### src/rtl/barrel_shifter_left_seq_32b.sv
// Sequential 32-bit logical left shifter that applies one power-of-two stage per BUSY cycle.
// Latency: the result is valid just after the 5th edge following an accept, for any shift amount.
// Backpressure: the result is held in DONE until out_ready; in_ready is high only in IDLE.
module barrel_shifter_left_seq_32b (
  input  logic        clk,
  input  logic        rst,
  input  logic        in_valid,
  output logic        in_ready,
  input  logic [31:0] in,
  input  logic [4:0]  cntrl,
  output logic        out_valid,
  input  logic        out_ready,
  output logic [31:0] out
);

  typedef enum logic [1:0] {
    IDLE = 2'd0,
    BUSY = 2'd1,
    DONE = 2'd2
  } state_t;

  state_t      state, state_nxt;
  logic [31:0] data, data_nxt;
  logic [4:0]  amt, amt_nxt;
  logic [2:0]  stage, stage_nxt;
  logic [31:0] stage_shift;

  always_ff @(posedge clk or posedge rst) begin
    if (rst) begin
      state <= IDLE;
      data  <= 32'd0;
      amt   <= 5'd0;
      stage <= 3'd0;
    end else begin
      state <= state_nxt;
      data  <= data_nxt;
      amt   <= amt_nxt;
      stage <= stage_nxt;
    end
  end

  // One mux level per cycle: stage k conditionally shifts by 2^k.
  always_comb begin
    stage_shift = data;
    case (stage)
      3'd0: if (amt[0]) stage_shift = {data[30:0], 1'b0};
      3'd1: if (amt[1]) stage_shift = {data[29:0], 2'b0};
      3'd2: if (amt[2]) stage_shift = {data[27:0], 4'b0};
      3'd3: if (amt[3]) stage_shift = {data[23:0], 8'b0};
      3'd4: if (amt[4]) stage_shift = {data[15:0], 16'b0};
      default: stage_shift = data;
    endcase
  end

  always_comb begin
    state_nxt = state;
    data_nxt  = data;
    amt_nxt   = amt;
    stage_nxt = stage;
    case (state)
      IDLE: begin
        if (in_valid) begin
          data_nxt  = in;
          amt_nxt   = cntrl;
          stage_nxt = 3'd0;
          state_nxt = BUSY;
        end
      end
      BUSY: begin
        if (stage > 3'd4) begin
          // Corrupted stage counter: abandon the operation.
          stage_nxt = 3'd0;
          state_nxt = IDLE;
        end else begin
          data_nxt = stage_shift;
          if (stage == 3'd4) begin
            stage_nxt = 3'd0;
            state_nxt = DONE;
          end else begin
            stage_nxt = stage + 3'd1;
          end
        end
      end
      DONE: begin
        if (out_ready) state_nxt = IDLE;
      end
      default: begin
        stage_nxt = 3'd0;
        state_nxt = IDLE;
      end
    endcase
  end

  // Outputs decode from registered state only, so reset reaches them without a clock.
  assign in_ready  = (state == IDLE);
  assign out_valid = (state == DONE);
  assign out       = out_valid ? data : 32'd0;

endmodule

### config.mk
export PLATFORM = sky130hd
export DESIGN_NAME = barrel_shifter_left_seq_32b
export DESIGN_NICKNAME = d
export VERILOG_FILES = /design/src/rtl/barrel_shifter_left_seq_32b.sv
export SDC_FILE = /design/constraint.sdc
export NUM_CORES = 1
export LEC_CHECK = 0
export BUFFER_PORTS_ARGS = -buffer_cell sky130_fd_sc_hd__buf_4
export CELL_PAD_IN_SITES_DETAIL_PLACEMENT = 1
export CELL_PAD_IN_SITES_GLOBAL_PLACEMENT = 1
export CORE_MARGIN = 2
export CORE_UTILIZATION = 41
export DETAILED_ROUTE_END_ITERATION = 7
export GPL_TIMING_DRIVEN = 0
export PLACE_DENSITY_LB_ADDON = 0.12
export SYNTH_ARGS = -nofsm -noshare
export SYNTH_HDL_FRONTEND = slang
export SYNTH_SLANG_ARGS = --single-unit
### constraint.sdc
create_clock -name clk -period 3.2 [get_ports clk]
set_input_delay 0 -clock clk [delete_from_list [all_inputs] [get_ports clk]]
set_output_delay 0 -clock clk [all_outputs]
set_load 0.05 [all_outputs]
==> impl_metrics.py <==
metrics = {
    "synthesis": {
        "ys.flop_type": "dfrtp_1",
        "synth_warnings": 0,
        "ys_ff_latch": 42,
        "synthCells": 352,
        "seq_area_frac_synth_pct": 32.68,
        "syn_nets": 398,
        "avgSynthCellArea_um2": 9.135,
        "synth_edf_count": 0,
        "async_reset_ff_share_pct": 100.0,
        "syn-cell-area_um2": 3216,
        "yosysUniqueCellTypes": 43,
    },
    "finish": {
        "area_growth_pct": 30.35,
        "drive_above_1_share_pct": 25.06,
        "final_cells": 553,
        "final_util_pct": 54.81,
        "diodes": 0,
        "nFillCells": 910,
        "finalNetCount": 496,
    },
    "setup_path": {
        "timing.rr.start": "stage[2]",
        "worstPathRequired_ps": 3400,
        "crit_family": "buffers and inverters",
        "cp.arrival_ps": 2810,
        "crit_type": "flip-flop to flip-flop",
        "r2r_end": "data[5]",
        "critical_path_buf_inv_count": 3,
        "cp_slowest_cell": "or4_4",
        "r2r_slack_ps": 590,
        "worstPathMaxFanout": 10,
        "setup.worst_path.end_class": "flip-flop",
        "worstSetupStartpointType": "flip-flop",
        "worst-r2r-cell-count": 8,
        "max_stage_delay_ps": 550,
        "critical_path.cell_chain": "buf_2 > inv_1 > ha_1 > or4_4 > a31oi_4 > a21oi_2 > buf_6 > mux2_4",
    },
    "clock_network": {
        "ctsHoldBuffers": 16,
        "cts_resized": 0,
        "clkLatencyLatePin_ps": 310,
        "postCtsSetupBuffers": 0,
        "cts-buffers-inserted": 5,
        "clk_path_buf_depth": 2,
        "clkTransAtPathRegs_ps": 90,
        "cts_root_buffer": "clkbuf_8",
        "clock-sinks": 42,
        "cts_max_level": 2,
        "cts_tree": "done",
    },
    "drt": {
        "routed_wirelength_mm": 12.01,
        "ant_nets": 0,
        "drt-initial-drc-count": 290,
        "wire_per_inst_um": 21.73,
        "via_per_inst": 6.242,
        "drc": 0,
        "dr.pass1.iters": 5,
        "vias": 3452,
    },
    "floorplanning": {
        "core-area_um2": 7647,
        "die_area_um2": 8567,
        "pin_count": 75,
        "fp.dieW_um": 92.56,
        "num_rows": 32,
        "die_y_um": 92.56,
        "start_util_pct": 42.05,
    },
    "timing": {
        "post-route-period-util_pct": 81.46,
        "setup_tns_ps": 0,
        "rsz0062_at_grt": "false",
        "hold_violations": 2,
        "holdWs_ps": -2.064,
        "drv_slew": 0,
        "max_slew.worst_pin.slew_ps": 641.3,
        "maxSlewHeadroom_pct": 56.96,
        "timing.fmax_mhz": 383.6,
        "period_minus_slack_ps": 2607,
        "setup_viol": 0,
        "finalClockSkew_ps": 12.89,
    },
    "global_route": {
        "grt_pass1_vias": 3562,
        "antenna_found_initial": 0,
        "grt_overflow": 0,
        "grt_pass1_wl_mm": 19.35,
        "grt_max_degree": 38,
        "grt_usage_pct": 28.74,
    },
    "run_status": {
        "status": "finished, violations left",
        "violations": "hold timing",
    },
    "run": {
        "drv_cap": 0,
    },
    "placed_design": {
        "dpl.hpwl_mm": 8.558,
        "port_buffers": 74,
        "gp_congestion": 0.9153,
        "dp.cells": 529,
    },
    "worst_hold_path": {
        "min_from": "in[21]",
        "min_to": "data[21]",
        "worst_hold_path_type": "input pin to flip-flop",
        "hold_depth": 3,
    },
    "power_and_ir_drop": {
        "p_leak_uw": 0.001819,
        "pwr_density_cell_nw_per_um2": 1239,
        "irDropWorstVdd_mv": 0.4804,
    },
}
worst register-to-register path, cell delays in order (launching register included):
cell and delay (ps):
dfrtp_1 330, buf_2 200, inv_1 140, ha_1 300, or4_4 550, a31oi_4 320, a21oi_2 140, buf_6 220
mux2_4 310
sequential cells by signal, summed over array words and instances, names as in the netlist:
register,cells
state,2
stage,3
data,32
amt,5
how the worst max path moves through the flow:
stage / from / to / slack (ps) / depth (start not counted)
floorplan: stage[0] / data[2] / 920 / 7
global placement: stage[2] / data[5] / 650 / 8
detailed placement: stage[2] / data[5] / 600 / 8
CTS: stage[2] / data[5] / 590 / 8
global route: stage[2] / data[14] / 450 / 8
finish: stage[2] / data[5] / 590 / 8
through the flow:
| step | hold WS [ps] | instance area, um^2 | power (uW) | setup slack [ps] |
|---|---|---|---|---|
| 2_1_floorplan | 86.27 | 3216 | 3690 | 917.0 |
| 6_report | -2.064 | 4192 | 5193 | 593.3 |
| 5_1_grt | 0.2950 | 4192 | 5542 | 446.0 |
| 3_3_place_gp | 182.7 | 3899 | 4560 | 651.5 |
| 3_5_place_dp | -95.26 | 3919 | 4670 | 604.1 |
| 4_1_cts | 2.328 | 4192 | 5148 | 586.0 |
cells in the final DEF, fill, tap and decap left out, drive strengths merged, types with 6 or more instances in the layout:
cell,n
dlygate4sd3,16
o211ai,6
and2,15
nor2,24
mux2,11
mux2i,17
a211oi,23
a21oi,11
a2bb2oi,8
nor3,19
a22oi,16
inv,25
buf,91
a222oi,8
a211o,8
a221oi,12
clkbuf,29
dfrtp,42
o32ai,16
a221o,16
Yosys cell counts, types with 3 or more instances:
cell | instances | area share (%)
a22oi_1 | 16 | 3.7
o211ai_1 | 6 | 1.4
buf_2 | 10 | 1.6
nor3_1 | 18 | 2.8
a211o_1 | 8 | 2.2
a211oi_1 | 23 | 5.4
a21oi_1 | 9 | 1.4
o32ai_1 | 16 | 4.4
nor2_1 | 24 | 2.8
dfrtp_1 | 42 | 33
mux2i_1 | 17 | 5.3
nand2_1 | 4 | 0.47
a221oi_1 | 12 | 3.3
inv_1 | 24 | 2.8
mux2_2 | 7 | 2.5
mux2_4 | 4 | 1.9
nor2b_1 | 4 | 0.78
a222oi_1 | 8 | 2.5
buf_1 | 4 | 0.47
nand2b_1 | 5 | 0.97
a221o_1 | 16 | 5.0
and2_1 | 15 | 2.9
ha_1 | 5 | 1.9
clkbuf_1 | 24 | 2.8
a2bb2oi_1 | 8 | 2.2
o31ai_1 | 3 | 0.70
layer usage:
metal	share of wire, %	track usage, %	vias up
met5	0	0	-
met4	2.3	7.214	0
met3	7.0	3.906	25
met2	48	48.91	158
met1	43	38.61	1699
li1	-	-	1570
final cells by class:
type,count,area [um^2],area share (%)
well taps,102,127.6,3.045
clock buffers,5,68.82,1.642
multi-input cells,245,1897,45.25
repair buffers,91,735.7,17.55
flip-flops and latches,42,1051,25.07
plain buffers,40,173.9,4.149
inverters,25,93.84,2.239
clock inverters,3,43.79,1.045
report_power, final:
part           total (uW)  internal, uW  switching (uW)  leakage [uW]
sequential           1220           823             399      0.000492
clock                 451           234             216     0.0000585
combinational        3520          1480            2040       0.00127
total                5190          2540            2650       0.00182
cells by family after synthesis:
| kind of cell | synth area share, % |
|---|---|
| mux | 9.611 |
| buf+inv | 8.327 |
| compound gates | 35.25 |
| flops | 32.68 |
| simple gates | 12.18 |
| fa+ha+maj | 1.946 |
No activity file was read; power rests on OpenSTA's default activity.
